### config.mk
export PLATFORM = sky130hd
export DESIGN_NAME = key_off_cfg_arb
export DESIGN_NICKNAME = d
export VERILOG_FILES = /design/src/rtl/key_off_cfg_arb_pkg.sv /design/src/rtl/key_off_cfg_arb_rr_arb2.sv /design/src/rtl/key_off_cfg_arb.sv
export SDC_FILE = /design/constraint.sdc
export NUM_CORES = 1
export LEC_CHECK = 0
export ABC_AREA = 1
export CAP_MARGIN = 0
export CORE_ASPECT_RATIO = 0.9
export CORE_MARGIN = 2
export CORE_UTILIZATION = 42
export CTS_CLUSTER_DIAMETER = 60
export DETAILED_ROUTE_END_ITERATION = 7
export GPL_TIMING_DRIVEN = 0
export PLACE_DENSITY = 0.88
export SETUP_SLACK_MARGIN = 0.1
export SYNTH_ARGS = -nofsm -noshare
export SYNTH_HDL_FRONTEND = slang
export SYNTH_HIERARCHICAL = 1
export SYNTH_SLANG_ARGS = --single-unit
### constraint.sdc
create_clock -name clk -period 2.3 [get_ports clk]
set_input_delay 0.46 -clock clk [delete_from_list [all_inputs] [get_ports clk]]
set_output_delay 0.46 -clock clk [all_outputs]
set_load 0.1 [all_outputs]
### src/rtl/key_off_cfg_arb_pkg.sv
// key_off_cfg_arb_pkg
//   Shared definitions for the key-extract offset-table config arbiter:
//   field widths, default sizing, FSM state encoding and requester indices.
package key_off_cfg_arb_pkg;

  localparam int STAGE_ID_WIDTH     = 3;
  localparam int KEY_OFF_ADDR_WIDTH = 4;   // table indexed by tenant = vlan_id[7:4]
  localparam int NUM_STAGE_DEFAULT  = 5;
  localparam int AXIL_WIDTH_DEFAULT = 32;

  typedef enum logic [1:0] {
    ST_IDLE  = 2'd0,
    ST_WRITE = 2'd1,
    ST_GAP   = 2'd2
  } cfg_state_e;

  // Requester indices; also the bit positions in the arbiter req/gnt vectors.
  localparam logic REQ_A = 1'b0;   // control-plane AXI-Lite decoder
  localparam logic REQ_B = 1'b1;   // in-band config-packet parser

endpackage

### src/rtl/key_off_cfg_arb_rr_arb2.sv
// key_off_cfg_arb_rr_arb2
//   Two-input round-robin arbiter with a one-bit "last granted" pointer.
//   Ports:
//     clk, rst   clock, synchronous active-high reset (pointer -> REQ_B)
//     req[1:0]   request vector, bit REQ_A / REQ_B
//     grant_en   when low no grant is produced
//     update     move the pointer to the current winner
//     gnt[1:0]   combinational one-hot (or zero) grant
module key_off_cfg_arb_rr_arb2
  import key_off_cfg_arb_pkg::*;
(
  input  logic       clk,
  input  logic       rst,
  input  logic [1:0] req,
  input  logic       grant_en,
  input  logic       update,
  output logic [1:0] gnt
);

  logic last_q;
  logic last_d;

  // On a tie the requester that did not win last time is served.
  always_comb begin
    gnt = 2'b00;
    if (grant_en) begin
      if (req == 2'b11) begin
        gnt = (last_q == REQ_B) ? 2'b01 : 2'b10;
      end else begin
        gnt = req;
      end
    end
  end

  always_comb begin
    last_d = last_q;
    if (update && (gnt != 2'b00)) begin
      last_d = gnt[REQ_B] ? REQ_B : REQ_A;
    end
  end

  always_ff @(posedge clk) begin
    if (rst) begin
      last_q <= REQ_B;
    end else begin
      last_q <= last_d;
    end
  end

endmodule

### src/rtl/key_off_cfg_arb.sv
// key_off_cfg_arb
//   Shares the write port of every stage's key-extract offset RAM between
//   the AXI-Lite decoder (A) and the in-band config parser (B). Accepted
//   commands become a single one-hot write strobe one cycle later, followed
//   by a mandatory gap cycle, so RAM writes are at least 3 cycles apart.
//   In-band writes may only touch the entry of their own tenant.
//   Ports:
//     clk, rst             clock, synchronous active-high reset
//     cfg_freeze           blocks new grants; in-flight command completes
//     a_* / b_*            requester command (valid/ready/stage/addr/data)
//     b_tenant             tenant of the packet carrying the B command
//     key_off_entry_out    write data to all stages (holds last latched)
//     key_off_entry_addr   write address to all stages (holds last latched)
//     key_off_entry_valid  one-hot per-stage write strobe
//     cfg_err              one-cycle pulse for a rejected command
//     wr_count, err_count  saturating write / reject counters
//   Stage-id and address widths come from key_off_cfg_arb_pkg.
module key_off_cfg_arb
  import key_off_cfg_arb_pkg::*;
#(
  parameter int NUM_STAGE  = NUM_STAGE_DEFAULT,
  parameter int AXIL_WIDTH = AXIL_WIDTH_DEFAULT
) (
  input  logic                          clk,
  input  logic                          rst,
  input  logic                          cfg_freeze,
  input  logic                          a_valid,
  output logic                          a_ready,
  input  logic [STAGE_ID_WIDTH-1:0]     a_stage,
  input  logic [KEY_OFF_ADDR_WIDTH-1:0] a_addr,
  input  logic [AXIL_WIDTH-1:0]         a_data,
  input  logic                          b_valid,
  output logic                          b_ready,
  input  logic [STAGE_ID_WIDTH-1:0]     b_stage,
  input  logic [KEY_OFF_ADDR_WIDTH-1:0] b_addr,
  input  logic [AXIL_WIDTH-1:0]         b_data,
  input  logic [KEY_OFF_ADDR_WIDTH-1:0] b_tenant,
  output logic [AXIL_WIDTH-1:0]         key_off_entry_out,
  output logic [KEY_OFF_ADDR_WIDTH-1:0] key_off_entry_addr,
  output logic [NUM_STAGE-1:0]          key_off_entry_valid,
  output logic                          cfg_err,
  output logic [15:0]                   wr_count,
  output logic [7:0]                    err_count
);

  // One extra bit so NUM_STAGE == 2**STAGE_ID_WIDTH still compares correctly.
  localparam logic [STAGE_ID_WIDTH:0] STAGE_LIMIT = (STAGE_ID_WIDTH+1)'(NUM_STAGE);

  cfg_state_e                    state_q, state_d;
  logic [NUM_STAGE-1:0]          valid_q, valid_d;
  logic                          err_q, err_d;
  logic [KEY_OFF_ADDR_WIDTH-1:0] addr_q, addr_d;
  logic [AXIL_WIDTH-1:0]         data_q, data_d;
  logic [15:0]                   wr_cnt_q, wr_cnt_d;
  logic [7:0]                    err_cnt_q, err_cnt_d;

  logic [1:0]                    gnt;
  logic                          grant_en;
  logic                          accept;
  logic [STAGE_ID_WIDTH-1:0]     sel_stage;
  logic [KEY_OFF_ADDR_WIDTH-1:0] sel_addr;
  logic [AXIL_WIDTH-1:0]         sel_data;
  logic [NUM_STAGE-1:0]          stage_onehot;
  logic                          legal;

  assign grant_en = (state_q == ST_IDLE) && !cfg_freeze;
  assign accept   = (gnt != 2'b00);

  key_off_cfg_arb_rr_arb2 u_rr_arb2 (
    .clk      (clk),
    .rst      (rst),
    .req      ({b_valid, a_valid}),
    .grant_en (grant_en),
    .update   (accept),
    .gnt      (gnt)
  );

  assign a_ready = gnt[REQ_A];
  assign b_ready = gnt[REQ_B];

  assign sel_stage = gnt[REQ_B] ? b_stage : a_stage;
  assign sel_addr  = gnt[REQ_B] ? b_addr  : a_addr;
  assign sel_data  = gnt[REQ_B] ? b_data  : a_data;

  // The in-band path may only write the table entry of its own tenant.
  assign legal = ({1'b0, sel_stage} < STAGE_LIMIT) &&
                 (!gnt[REQ_B] || (b_addr == b_tenant));

  for (genvar gi = 0; gi < NUM_STAGE; gi++) begin : g_onehot
    assign stage_onehot[gi] = (sel_stage == STAGE_ID_WIDTH'(gi));
  end

  // Strobe and error flag are decided at accept and registered, so they
  // appear exactly in the WRITE cycle; counters update as WRITE ends.
  always_comb begin
    state_d   = state_q;
    valid_d   = '0;
    err_d     = 1'b0;
    addr_d    = addr_q;
    data_d    = data_q;
    wr_cnt_d  = wr_cnt_q;
    err_cnt_d = err_cnt_q;
    case (state_q)
      ST_IDLE: begin
        if (accept) begin
          state_d = ST_WRITE;
          addr_d  = sel_addr;
          data_d  = sel_data;
          valid_d = legal ? stage_onehot : '0;
          err_d   = !legal;
        end
      end
      ST_WRITE: begin
        state_d = ST_GAP;
        if ((valid_q != '0) && (wr_cnt_q != 16'hFFFF)) begin
          wr_cnt_d = wr_cnt_q + 16'd1;
        end
        if (err_q && (err_cnt_q != 8'hFF)) begin
          err_cnt_d = err_cnt_q + 8'd1;
        end
      end
      ST_GAP:  state_d = ST_IDLE;
      default: state_d = ST_IDLE;
    endcase
  end

  always_ff @(posedge clk) begin
    if (rst) begin
      state_q   <= ST_IDLE;
      valid_q   <= '0;
      err_q     <= 1'b0;
      addr_q    <= '0;
      data_q    <= '0;
      wr_cnt_q  <= '0;
      err_cnt_q <= '0;
    end else begin
      state_q   <= state_d;
      valid_q   <= valid_d;
      err_q     <= err_d;
      addr_q    <= addr_d;
      data_q    <= data_d;
      wr_cnt_q  <= wr_cnt_d;
      err_cnt_q <= err_cnt_d;
    end
  end

  assign key_off_entry_valid = valid_q;
  assign key_off_entry_addr  = addr_q;
  assign key_off_entry_out   = data_q;
  assign cfg_err             = err_q;
  assign wr_count            = wr_cnt_q;
  assign err_count           = err_cnt_q;

endmodule

==> flow_summary.html <==
<table>
<tr><th>Metric</th><th>Value</th></tr>
<tr><th colspan="2">Place</th></tr>
<tr><td>Buffers on Ports</td><td>154</td></tr>
<tr><td>Minimum setup slack after placement</td><td>-0.6789 ns</td></tr>
<tr><td>Placer's final routability congestion estimate</td><td>0.8605</td></tr>
<tr><td>HPWL reported at the end of detailed placement</td><td>8249 µm</td></tr>
<tr><td>Cell Count Post-Placement</td><td>770</td></tr>
<tr><th colspan="2">Floorplanning</th></tr>
<tr><td>Chip Height</td><td>90.12 µm</td></tr>
<tr><td>Die width</td><td>99.69 µm</td></tr>
<tr><td>I/O pins</td><td>155</td></tr>
<tr><td>Core Area</td><td>8029 µm²</td></tr>
<tr><td>Die ar.</td><td>8983 µm²</td></tr>
<tr><td>Starting density of the core</td><td>43.10%</td></tr>
<tr><td>Standard-cell row count</td><td>31</td></tr>
<tr><th colspan="2">CTS</th></tr>
<tr><td>Root cell of the clock tree</td><td>sky130_fd_sc_hd__clkbuf_8</td></tr>
<tr><td>Maximum buffer depth of the clock tree</td><td>2</td></tr>
<tr><td>Depth of the CTS H-tree</td><td>3</td></tr>
<tr><td>Buffer count from post-CTS setup fixing</td><td>0</td></tr>
<tr><td>Clock-pin slew of the registers on the worst-case setup and hold paths</td><td>0.07 ns</td></tr>
<tr><td>Clock tree sinks</td><td>69</td></tr>
<tr><td>Resized cells post-CTS</td><td>78</td></tr>
<tr><td>Post-CTS Hold Fix Bufs</td><td>0</td></tr>
<tr><td>CTS tree</td><td>built</td></tr>
<tr><td>Number of buffers created by CTS</td><td>9</td></tr>
<tr><td>Clock network latency to the later pin of the worst-skew pair</td><td>0.34 ns</td></tr>
<tr><th colspan="2">Global routing</th></tr>
<tr><td>Via count of the first global-routing pass</td><td>3910</td></tr>
<tr><td>Initial antenna violation count</td><td>0</td></tr>
<tr><td>Grt peak-use layer</td><td>met2</td></tr>
<tr><td>Global-route met3 utilization</td><td>9.098%</td></tr>
<tr><td>Global routing met2 resource utilization</td><td>40.71%</td></tr>
<tr><td>Total congestion overflow after global routing</td><td>0</td></tr>
<tr><td>Global-route wire length before repair</td><td>17620 µm</td></tr>
<tr><td>Met1 routing resource usage after global routing</td><td>26.81%</td></tr>
<tr><td>Pin count of the biggest net entering global routing</td><td>11</td></tr>
<tr><td>Total global routing track utilization</td><td>24.12%</td></tr>
<tr><th colspan="2">Power and ir drop</th></tr>
<tr><td>Total chip power</td><td>3.307 mW</td></tr>
<tr><td>Gate power share</td><td>33.7%</td></tr>
<tr><td>Clock group share of total power</td><td>26.6%</td></tr>
<tr><td>Switching part of the total power</td><td>39.17%</td></tr>
<tr><td>Worst vdd ir</td><td>0.4214 mV</td></tr>
<tr><td>Power share of the sequential group</td><td>39.6%</td></tr>
<tr><td>Net switching power</td><td>1.296 mW</td></tr>
<tr><td>Internal portion of total power</td><td>2.012 mW</td></tr>
<tr><td>Power per standard cell area</td><td>626.1 nW/µm²</td></tr>
<tr><td>Leakage component of the power</td><td>2.534 nW</td></tr>
<tr><th colspan="2">Route</th></tr>
<tr><td>First-iteration detailed-routing DRC count</td><td>120</td></tr>
<tr><td>Total vias in the final route</td><td>3965</td></tr>
<tr><td>Count of unresolved DRC violations after routing</td><td>0</td></tr>
<tr><td>Number of antenna-violating nets in the routed design</td><td>0</td></tr>
<tr><td>Routed wire length per instance</td><td>13.65 µm</td></tr>
<tr><td>Final routed wirelength across all metal layers</td><td>10700 µm</td></tr>
<tr><td>Via/cell ratio</td><td>5.057</td></tr>
<tr><td>Total iterations of the first detailed-routing run</td><td>4</td></tr>
<tr><th colspan="2">Job</th></tr>
<tr><td>Max-capacitance violation count</td><td>0</td></tr>
<tr><th colspan="2">Critical path</th></tr>
<tr><td>Total number of cells along the worst setup path</td><td>1</td></tr>
<tr><td>Arrival time at the worst endpoint</td><td>1.68 ns</td></tr>
<tr><td>CP cell instances</td><td>dlygate4sd2_1</td></tr>
<tr><td>Setup crit start kind</td><td>flop</td></tr>
<tr><td>Worst reg-to-reg path cell count</td><td>9</td></tr>
<tr><td>Highest cell delay on the worst timing path</td><td>0.89 ns</td></tr>
<tr><td>Total buffers and inverters traversed by the critical path</td><td>1</td></tr>
<tr><td>Worst Path Max Fanout</td><td>6</td></tr>
<tr><td>Cell type of the slowest stage on the worst timing path</td><td>sky130_fd_sc_hd__dlygate4sd2_1</td></tr>
<tr><td>Required time reported for the critical path endpoint</td><td>1.84 ns</td></tr>
<tr><td>Worst Setup End Kind</td><td>output pin</td></tr>
<tr><td>Reg-to-Reg Start</td><td>state_q[1]</td></tr>
<tr><td>FF-to-FF setup slack</td><td>0.39 ns</td></tr>
<tr><td>Crit Path Category</td><td>flop to output pin</td></tr>
<tr><td>Crit path to</td><td>wr_count[11]</td></tr>
<tr><td>R2R Path End</td><td>key_off_entry_out[12]</td></tr>
<tr><td>Kind of cell with the highest combined delay on the critical path</td><td>buffers and inverters</td></tr>
<tr><td>Critical path origin</td><td>wr_count[11]</td></tr>
<tr><th colspan="2">STA</th></tr>
<tr><td>Number of setup violations in the final report</td><td>0</td></tr>
<tr><td>Count of final hold-check violations</td><td>0</td></tr>
<tr><td>Worst slew margin relative to its limit</td><td>33.17%</td></tr>
<tr><td>Crit share post-route</td><td>92.93%</td></tr>
<tr><td>Worst setup slack after layout</td><td>0.1625 ns</td></tr>
<tr><td>Pins over their slew limit</td><td>0</td></tr>
<tr><td>Transition time at the pin with the least slew margin</td><td>1.006 ns</td></tr>
<tr><td>Time the final worst path needs with I/O delays and setup</td><td>2.137 ns</td></tr>
<tr><td>Post-Route Skew</td><td>0.01063 ns</td></tr>
<tr><td>Sum of negative setup slack</td><td>0 ns</td></tr>
<tr><td>RSZ-0062 raised after global routing</td><td>no</td></tr>
<tr><td>Maximum frequency from static timing analysis</td><td>467.8 MHz</td></tr>
<tr><th colspan="2">Cells and area</th></tr>
<tr><td># diodes</td><td>0</td></tr>
<tr><td>Register cell area after layout</td><td>1384 µm²</td></tr>
<tr><td>Area taken by multi-input logic gates</td><td>1742 µm²</td></tr>
<tr><td>Final std cells w/o fill</td><td>784</td></tr>
<tr><td>Layout filler cell count</td><td>723</td></tr>
<tr><td>Share of final-layout standard cells stronger than drive strength 1</td><td>9.927%</td></tr>
<tr><td>Area added between synthesis and finish</td><td>52.64%</td></tr>
<tr><td>Number of nets in the layout</td><td>771</td></tr>
<tr><td>Share of the core filled with cells</td><td>65.79%</td></tr>
<tr><th colspan="2">Logic synthesis</th></tr>
<tr><td>Portion of the post-synthesis area used by sequential elements</td><td>39.91%</td></tr>
<tr><td>Synth Register Bits</td><td>69</td></tr>
<tr><td>Summed instance area of the synthesized netlist</td><td>3461 µm²</td></tr>
<tr><td>Count of cell types in the netlist</td><td>28</td></tr>
<tr><td>Count of yosys warnings during synthesis</td><td>6</td></tr>
<tr><td>Post-synth net total</td><td>606</td></tr>
<tr><td>Gate Count Post-Synth</td><td>517</td></tr>
<tr><td>Mean cell area of the mapped netlist</td><td>6.694 µm²</td></tr>
<tr><th colspan="2">Outcome</th></tr>
<tr><td>Result of the run</td><td>complete, no violations</td></tr>
<tr><th colspan="2">Hold path</th></tr>
<tr><td>Worst hold-check path type</td><td>flop to flop</td></tr>
</table>
## per-stage QoR
| stage | cell area, µm² | hold slack [ns] |
|---|---|---|
| CTS | 5283 | 0.4990 |
| detailed placement | 5205 | 0.4920 |
| global route | 5283 | 0.5337 |
| global placement | 5205 | 0.4735 |
| finish | 5283 | 0.4957 |
| floorplan | 3540 | 0.5172 |
## worst min-delay path by stage
stage | end | cells past startpoint | slack, ns | from
2_1_floorplan | state_q[1] | 2 | 0.52 | state_q[0]
3_3_place_gp | err_count[2] | 2 | 0.47 | err_count[2]
3_5_place_dp | err_count[2] | 2 | 0.49 | err_count[2]
4_1_cts | err_count[2] | 2 | 0.50 | err_count[2]
5_1_grt | err_count[1] | 2 | 0.53 | err_count[1]
6_report | err_count[2] | 2 | 0.50 | err_count[2]
## cells in the mapped netlist
master                     count  area, µm²
sky130_fd_sc_hd__clkbuf_1      8      30.03
sky130_fd_sc_hd__nand3_2       2      20.02
sky130_fd_sc_hd__nand2_4       1      11.26
sky130_fd_sc_hd__clkinv_1      1      3.750
sky130_fd_sc_hd__buf_1         1      3.750
sky130_fd_sc_hd__a21oi_2       5      43.79
sky130_fd_sc_hd__nor2_2        4      25.02
sky130_fd_sc_hd__mux2i_1       1      10.01
sky130_fd_sc_hd__buf_2        13      65.06
sky130_fd_sc_hd__inv_1        64      240.2
sky130_fd_sc_hd__nor2_4        4      45.04
sky130_fd_sc_hd__xor2_1        7      61.31
sky130_fd_sc_hd__o21ai_0      41      205.2
sky130_fd_sc_hd__or2_2         1      6.260
sky130_fd_sc_hd__ha_1          2      25.02
sky130_fd_sc_hd__a21boi_0      1      7.510
sky130_fd_sc_hd__xnor2_1       1      8.760
sky130_fd_sc_hd__buf_6         1      11.26
sky130_fd_sc_hd__nor2_1       89      334.1
sky130_fd_sc_hd__nor3_1        1      5.000
sky130_fd_sc_hd__dfxtp_1      69       1381
sky130_fd_sc_hd__nand2_1      68      255.2
sky130_fd_sc_hd__nand4_1       1      6.260
sky130_fd_sc_hd__nand3_1      31      155.2
sky130_fd_sc_hd__nand2_2       6      37.54
sky130_fd_sc_hd__a21oi_1      85      425.4
sky130_fd_sc_hd__o21ai_1       3      15.01
sky130_fd_sc_hd__inv_2         6      22.52
## registers in the layout (all words and copies together), names as in the netlist
name                 flops
err_count                8
wr_count                16
key_off_entry_valid      5
u_rr_arb2/last_q         1
key_off_entry_addr       4
state_q                  2
key_off_entry_out       32
cfg_err                  1
## kinds of logic (layout without fill, tap and decap cells)
group	after synthesis	count (layout)	share of synthesized area, %
AO/OA/AOI/OAI	135	135	20.14
XOR/XNOR	8	8	2.025
adder cells (fa/ha/maj)	2	2	0.7230
buffers and inverters	94	262	10.88
flip-flops	69	69	39.91
multiplexers	1	1	0.2892
AND/OR/NAND/NOR	208	208	26.03
## cell usage in the layout, fill, tap and decap left out
cell and n:
sky130_fd_sc_hd__nand3_1 31, sky130_fd_sc_hd__or2_2 1, sky130_fd_sc_hd__nand2_4 1, sky130_fd_sc_hd__ha_1 2, sky130_fd_sc_hd__nor2_1 89, sky130_fd_sc_hd__nand2_2 8, sky130_fd_sc_hd__inv_4 1, sky130_fd_sc_hd__dlygate4sd2_1 66
sky130_fd_sc_hd__o21ai_1 3, sky130_fd_sc_hd__nand2_1 66, sky130_fd_sc_hd__a21boi_0 1, sky130_fd_sc_hd__xor2_1 7, sky130_fd_sc_hd__inv_1 64, sky130_fd_sc_hd__o21ai_0 41, sky130_fd_sc_hd__nand4_1 1, sky130_fd_sc_hd__clkbuf_8 11
sky130_fd_sc_hd__inv_2 5, sky130_fd_sc_hd__clkbuf_1 6, sky130_fd_sc_hd__buf_4 2, sky130_fd_sc_hd__mux2i_1 1, sky130_fd_sc_hd__clkdlybuf4s50_1 86, sky130_fd_sc_hd__clkinv_2 2, sky130_fd_sc_hd__a21oi_2 5, sky130_fd_sc_hd__clkinv_1 1
sky130_fd_sc_hd__a21oi_4 2, sky130_fd_sc_hd__nor2_4 4, sky130_fd_sc_hd__dfxtp_2 2, sky130_fd_sc_hd__buf_1 1, sky130_fd_sc_hd__buf_6 6, sky130_fd_sc_hd__nor2_2 4, sky130_fd_sc_hd__clkbuf_2 3, sky130_fd_sc_hd__a21oi_1 83
sky130_fd_sc_hd__nand3_2 2, sky130_fd_sc_hd__nor3_4 1, sky130_fd_sc_hd__dfxtp_1 67, sky130_fd_sc_hd__buf_2 8, sky130_fd_sc_hd__xnor2_1 1
## power by group through the flow
stage	clock network, mW	logic [mW]	registers, mW
final	0.881	1.12	1.31
after global placement	0	1.15	1.34
after global routing	0.944	1.17	1.32
after CTS	0.891	1.12	1.31
after detailed placement	0	1.17	1.34
after floorplan	0	0.263	1.86
## per-layer routing
layer / share of wire, % / up-vias
met2: 49 / 160
met1: 40 / 1797
li1: - / 1980
met5: 0 / -
met4: 2.8 / 0
met3: 8.7 / 28
## final cells by class
cell class | instances | share of cell area, %
multi-input combinational | 354 | 32.97
timing repair buffer | 154 | 27.52
sequential | 69 | 26.20
inverter | 71 | 5.092
clock buffer | 12 | 2.937
buffer | 23 | 2.748
tap | 99 | 2.345
clock inverter | 2 | 0.1895
(Power assumes the default switching activity.)
